**config.mk**
```make
export PLATFORM = sky130hd
export DESIGN_NAME = vga_text_console
export DESIGN_NICKNAME = d
export VERILOG_FILES = /design/src/rtl/vga_text_console.sv
export SDC_FILE = /design/constraint.sdc
export NUM_CORES = 1
export LEC_CHECK = 0
export ABC_AREA = 1
export BUFFER_PORTS_ARGS = -buffer_cell sky130_fd_sc_hd__buf_2
export CELL_PAD_IN_SITES_DETAIL_PLACEMENT = 1
export CELL_PAD_IN_SITES_GLOBAL_PLACEMENT = 1
export CORE_UTILIZATION = 30
export DETAILED_ROUTE_END_ITERATION = 10
export PLACE_DENSITY = 0.66
export SLEW_MARGIN = 30
export SYNTH_ARGS = -nofsm -noshare
export SYNTH_HDL_FRONTEND = slang
export SYNTH_SLANG_ARGS = --single-unit
```
**constraint.sdc**
```tcl
create_clock -name CLK_50M -period 2.1 [get_ports CLK_50M]
set_input_delay 0.21 -clock CLK_50M [delete_from_list [all_inputs] [get_ports CLK_50M]]
set_output_delay 0.21 -clock CLK_50M [all_outputs]
set_load 0.03 [all_outputs]
```
**src/rtl/vga_text_console.sv**
```systemverilog
// rtl/vga_text_console.sv - cursor/fill sequencer driving the 80x60 text map RAM write port
// Optional tab expansion is compiled in when CONSOLE_TAB_EN is defined.
module vga_text_console #(
  parameter int          COLS      = 80,
  parameter int          ROWS      = 60,
  parameter logic [7:0]  FILL_CHAR = 8'h20,
  parameter int          TAB_WIDTH = 8
) (
  input  logic        CLK_50M,
  input  logic        RESET_N,
  input  logic        ch_valid,
  input  logic [7:0]  ch_data,
  output logic        ch_ready,
  output logic [12:0] mem_addr,
  output logic        mem_we_v,
  output logic [7:0]  b,
  output logic [5:0]  cursor_row,
  output logic [6:0]  cursor_col
);

`ifdef CONSOLE_TAB_EN
  typedef enum logic [1:0] {INIT_CLEAR, IDLE, LINE_CLEAR, TAB} state_t;
  localparam logic [6:0] TAB_MASK = 7'(TAB_WIDTH - 1);
`else
  typedef enum logic [1:0] {INIT_CLEAR, IDLE, LINE_CLEAR} state_t;
`endif

  localparam logic [6:0] LAST_COL = 7'(COLS - 1);
  localparam logic [5:0] LAST_ROW = 6'(ROWS - 1);

  state_t      state, state_n;
  logic [5:0]  row_n, frow, frow_n;
  logic [6:0]  col_n, fcol, fcol_n;
  logic [6:0]  col_inc, col_dec;
  logic [5:0]  row_wrap;
  logic [12:0] addr_n;
  logic [7:0]  b_n;
  logic        we_n, ready_n, accept;

  assign col_inc  = cursor_col + 7'd1;
  assign col_dec  = cursor_col - 7'd1;
  assign row_wrap = (cursor_row == LAST_ROW) ? 6'd0 : cursor_row + 6'd1;
  assign accept   = ch_valid && ch_ready;

  always_comb begin
    state_n = state;
    row_n   = cursor_row;
    col_n   = cursor_col;
    frow_n  = frow;
    fcol_n  = fcol;
    we_n    = 1'b0;
    addr_n  = mem_addr;
    b_n     = b;
    case (state)
      INIT_CLEAR: begin
        we_n   = 1'b1;
        addr_n = {frow, fcol};
        b_n    = FILL_CHAR;
        row_n  = 6'd0;
        col_n  = 7'd0;
        if (fcol == LAST_COL) begin
          fcol_n = 7'd0;
          if (frow == LAST_ROW) begin
            frow_n  = 6'd0;
            state_n = IDLE;
          end else begin
            frow_n = frow + 6'd1;
          end
        end else begin
          fcol_n = fcol + 7'd1;
        end
      end
      IDLE: begin
        if (accept) begin
          case (ch_data)
            8'h0A: begin
              row_n   = row_wrap;
              col_n   = 7'd0;
              fcol_n  = 7'd0;
              state_n = LINE_CLEAR;
            end
            8'h0D: col_n = 7'd0;
            8'h08: begin
              if (cursor_col != 7'd0) begin
                col_n  = col_dec;
                we_n   = 1'b1;
                addr_n = {cursor_row, col_dec};
                b_n    = FILL_CHAR;
              end
            end
            8'h0C: begin
              row_n   = 6'd0;
              col_n   = 7'd0;
              frow_n  = 6'd0;
              fcol_n  = 7'd0;
              state_n = INIT_CLEAR;
            end
`ifdef CONSOLE_TAB_EN
            8'h09: state_n = TAB;
`endif
            default: begin
              we_n   = 1'b1;
              addr_n = {cursor_row, cursor_col};
              b_n    = ch_data;
              // Writing the last column wraps to a freshly cleared next line.
              if (cursor_col == LAST_COL) begin
                row_n   = row_wrap;
                col_n   = 7'd0;
                fcol_n  = 7'd0;
                state_n = LINE_CLEAR;
              end else begin
                col_n = col_inc;
              end
            end
          endcase
        end
      end
      LINE_CLEAR: begin
        we_n   = 1'b1;
        addr_n = {cursor_row, fcol};
        b_n    = FILL_CHAR;
        if (fcol == LAST_COL) begin
          fcol_n  = 7'd0;
          state_n = IDLE;
        end else begin
          fcol_n = fcol + 7'd1;
        end
      end
`ifdef CONSOLE_TAB_EN
      TAB: begin
        we_n   = 1'b1;
        addr_n = {cursor_row, cursor_col};
        b_n    = FILL_CHAR;
        if (cursor_col == LAST_COL) begin
          row_n   = row_wrap;
          col_n   = 7'd0;
          fcol_n  = 7'd0;
          state_n = LINE_CLEAR;
        end else begin
          col_n = col_inc;
          if ((col_inc & TAB_MASK) == 7'd0) state_n = IDLE;
        end
      end
`endif
      default: state_n = IDLE;
    endcase
    // Hold off new bytes until the final cell write of a sequence is on the port.
    ready_n = (state_n == IDLE) && !we_n;
  end

  always_ff @(posedge CLK_50M or negedge RESET_N) begin
    if (!RESET_N) begin
      state      <= INIT_CLEAR;
      cursor_row <= 6'd0;
      cursor_col <= 7'd0;
      frow       <= 6'd0;
      fcol       <= 7'd0;
      mem_we_v   <= 1'b0;
      mem_addr   <= 13'd0;
      b          <= FILL_CHAR;
      ch_ready   <= 1'b0;
    end else begin
      state      <= state_n;
      cursor_row <= row_n;
      cursor_col <= col_n;
      frow       <= frow_n;
      fcol       <= fcol_n;
      mem_we_v   <= we_n;
      mem_addr   <= addr_n;
      b          <= b_n;
      ch_ready   <= ready_n;
    end
  end

endmodule

```
# Word-level counts from Yosys, hierarchy flattened
# Cells that the tools add are included.
word_totals:
  output_inout_bits: 36
  regBits: 51
  elab_cells: 90
  in_bits: 11
classes:
  addsub: 5
  n_reduce_logical: 18
  eq_ne: 19
  mux: 39
op_table:
  columns: ["operator", "n"]
  rows:
  - ["$pmux 7 s2", 4]
  - ["$mux 6", 7]
  - ["$mux 7", 6]
  - ["$pmux 13 s3", 1]
  - ["$eq 8x4->1 const B", 4]
  - ["$pmux 8 s2", 2]
  - ["$mux 13", 2]
  - ["$pmux 13 s2", 1]
  - ["$pmux 6 s2", 2]
  - ["$reduce_and 4->1", 5]
  - ["$pmux 6 s3", 1]
  - ["$mux 8", 2]
  - ["$add 7x1->7 const B", 2]
  - ["$eq 7x7->1 const B", 2]
  - ["$add 6x1->6 const B", 2]
  - ["$eq 6x6->1 const B", 2]
  - ["$pmux 2 s3", 2]
  - ["$mux 2", 5]
  - ["$ne 2x2->1 const B", 5]
  - ["$reduce_bool 7->1", 1]
  - ["$sub 7x1->7 const B", 1]
  - ["$ne 3x3->1 const B", 2]
  - ["$reduce_or 2->1", 3]
  - ["$eq 2x1->1 const B", 2]
  - ["11 further kinds", 15]

# Depth between registers and ports, before layout
depth:
  word_depth: 7
  ltp_mapped: 13
  mapped_depth_nobuf: 13

# Worst setup path after synthesis
# Ideal clock, no wire load.
synth_timing:
  path_kind: "register to register"
  startpoint: "register cursor_col[1]"
  endpoint: "register fcol[5]"
  setup_slack_ns: 0.329
  period_less_slack_ns: 1.771
  required_ns: 2.024
  path_stages_with_launch: 11
  t_arrival_ns: 1.695
  path_buffers: 1
  path_cell_list: "dfrtp_1 > ha_1 > nand3_2 > nor3_4 > inv_2 > nand3_2 > nand3_1 > buf_6 > inv_2 > nand3_1 > o21ai_1"
synth_between:
  elab_chain_len: 3
synth_lines:
  columns: ["item", "line", "source"]
  rows:
  - ["start, declared", "18", "output logic [6:0] cursor_col"]
  - ["start signal, assigned", "165", "cursor_col <= col_n;"]
  - ["$eq 7x7->1", "106", "if (cursor_col == LAST_COL) begin"]
  - ["$ne 3x3->1 (no line)", null, null]
  - ["$reduce_and 4->1 (no line)", null, null]
  - ["end signal, assigned", "167", "fcol <= fcol_n;"]
  - ["end, declared", "33", "logic [6:0] col_n, fcol, fcol_n;"]
# Every way passes these cells.
# A chain may end at the register's enable or synchronous reset.

# Worst setup path after layout
layout_timing:
  startpoint: "register cursor_col[0]"
  endpoint: "register fcol[0]"
# Same word-level chain as after synthesis.

==> results.cfg <==
[placement]
gp_congestion = 0.868
post-dp-hpwl_mm = 7.40
place_inst = 627
portBuffers = 46
dpl_cell_area_um2 = 3710

[power_and_ir_drop]
leakage_nw = 1.99
max-vdd-ir-drop_mv = 0.506
power.density_nw_per_um2 = 1300

[floorplan]
core_um2 = 10500
rows = 37
ios = 47
dieArea_um2 = 11400
die_y_um = 107
die_w_um = 107
initial_core_util_pct = 31.4

[route]
num_vias = 3070
firstDrtPassIters = 4
via_per_inst = 4.83
drc = 0
wl_per_cell_um = 15.2
drt_iter0_markers = 101
antenna_left = 0
drt_wl_total_mm = 9.64

[grt]
grt_first_pass_wirelength_mm = 16.2
track_usage_pct = 18.1
grt_overflow_total = 0
grt_antenna_before_repair = 0
grt_pass1_vias = 3256
grt_max_degree = 23

[logic_synthesis]
synth_top_area_share_pct = 38.1
ys.flop_type = dfrtp_1
syn_area_um2 = 3290
yosysSeqAreaShare_pct = 38.9
syn_avg_cell_area_um2 = 7.44
syn_inst = 442
yosysWarnings = 0
ys_types = 39
synth_area_leaders = dfrtp_1 (38%), nand2_1 (14%), nand3_1 (5.2%)
yosys.area.top_type = dfrtp_1
synth_edf_count = 0
ys_seq_elements = 51
async_flop_share_pct = 100
synth_fp_nets = 464

[clock_tree]
postCtsSetupRepairBufs = 0
clk_pin_slew_worst_paths_ns = 0.10
root_buffer = clkbuf_8
htree_levels = 2
tritoncts = done
clock_latency_ns = 0.31
clockBufferDepth = 2
cts_buffers = 5
cts.sinks = 51

[worst_setup_path]
cp_max_fo = 7
cp.arrival_ns = 2.11
worstPathRequired_ns = 2.31
cp-start-kind = flop
r2r_slack_ns = 0.20
critPathCaptureType = flop
path_class = reg2reg

[status]
status = complete, no violations

[timing]
setup_viol = 0
rsz0062_at_grt = no
fmax_mhz = 525
hold_violations = 0
skew_ns = 0.0102
slew_headroom_pct = 62.8
timing.final.crit_share_pct = 90.7
drv_slew = 0
worstMarginPinSlew_ns = 0.555
finalSetupTns_ns = 0
min_period_ns = 1.90

[layout]
finalNetCount = 521
syn_to_final_growth_pct = 16.9
drive_gt1_share_pct = 22.6
n_fill_cell = 1331
num_antenna_cells = 0
fin_cells = 636
seq_area_um2 = 1280
multi_input_area_um2 = 1740
stdcell_area_um2 = 3840
fin_util_pct = 36.7

[run]
cap_violations = 0

[worst_hold_path]
min_path_type = in2reg
## metal layers
metal  share of wire (%)  wire length [um]  GRT usage [%]
met3                 2.8               273           2.37
met5                   0                 0              0
met4                 1.7               167           5.68
met2                  48              4600           31.0
met1                  48              4600           23.6
## synth_stat cells (4+ instances only)
cell and count:
o21ai_2 9, nand2_2 8, a21oi_1 9, o211ai_1 4, xor2_1 9, o21ai_1 12
nand3_1 34, nor2_1 42, o21ai_0 29, nand4_1 6, inv_2 7, dfrtp_1 50
inv_1 45, nor2_2 7, ha_1 11, nand2_1 122
## stage by stage
stage	hold slack [ns]	setup slack [ns]	power (W)
2_1_floorplan	-0.0856	0.329	0.00351
3_3_place_gp	0.166	0.140	0.00425
3_5_place_dp	0.166	0.113	0.00432
4_1_cts	0.150	0.0969	0.00509
5_1_grt	0.158	0.00599	0.00545
6_report	0.165	0.196	0.00501
## final cells by class
cell class,count,area share (%)
Multi-Input combinational cell,328,45.3
Sequential cell,51,33.2
Timing Repair Buffer,59,8.60
Inverter,54,5.34
Tap cell,136,4.43
Clock buffer,6,2.15
Clock inverter,2,0.912
## sequential cells by signal, indices dropped and copies added, names as in the netlist
register and count:
cursor_row 6, mem_we_v 1, ch_ready 1, state 2, mem_addr 13, cursor_col 7, b 8, fcol 7
frow 6
## kinds of logic (layout without fill, tap and decap cells)
group,after synthesis,in the layout,share of synthesized area (%)
buffers and inverters,63,121,8.30
and+or+nand+nor,237,237,33.3
DFF,51,51,38.9
xor gates and xnor gates,11,11,2.93
AOI/OAI and AO/OA,69,69,12.4
adders and majority gates,11,11,4.19
## critical path, stage by stage (launching register included)
cell     delay (ns)
dfrtp_1        0.45
ha_1           0.25
nand3_2        0.15
nor3_4         0.23
inv_2          0.11
nand3_2        0.11
nand3_2        0.16
buf_4          0.21
nor2_1         0.08
nor2_1         0.05
## layout by cell type (no fill, tap or decap), drive strengths merged
| master | n |
|---|---|
| nor4 | 1 |
| a21oi | 9 |
| xnor2 | 2 |
| nor2 | 52 |
| nor3 | 5 |
| or2 | 2 |
| buf | 58 |
| nand2 | 131 |
| nand4 | 6 |
| dfstp | 1 |
| o211ai | 4 |
| a31oi | 1 |
| clkbuf | 6 |
| nand3 | 39 |
| inv | 53 |
| dfrtp | 50 |
| clkinv | 2 |
| nand3b | 1 |
| dlygate4sd3 | 1 |
| ha | 11 |
| o22ai | 3 |
| o21ai | 51 |
| bufinv | 1 |
| xor2 | 9 |
| a22oi | 1 |
## timing repair
action                                  4_1_cts  5_1_grt
endpoints found under the hold margin        14        0
resized for setup                             0        1
endpoints found under the setup margin        0        4
hold buffers                                  1        0
## report_power, final
| part | switching (W) | leakage [nW] | internal [W] |
|---|---|---|---|
| logic | 0.00194 | 1.26 | 0.000823 |
| registers | 0.000212 | 0.671 | 0.00129 |
| clock network | 0.000356 | 0.0612 | 0.000387 |
| total | 0.00251 | 1.99 | 0.00250 |
## path summary, 6_finish.rpt
kind | startpoint | endpoint | cells past startpoint
max in group asynchronous | RESET_N | b[5] | 3
worst max register to register | cursor_col[0] | fcol[0] | 9
worst min register to register | b[3] | b[3] | 2
worst max-delay path | cursor_col[0] | fcol[0] | 9
min in group asynchronous | RESET_N | cursor_col[2] | 2
worst min-delay path | ch_data[7] | b[7] | 3
(Power assumes the default switching activity.)
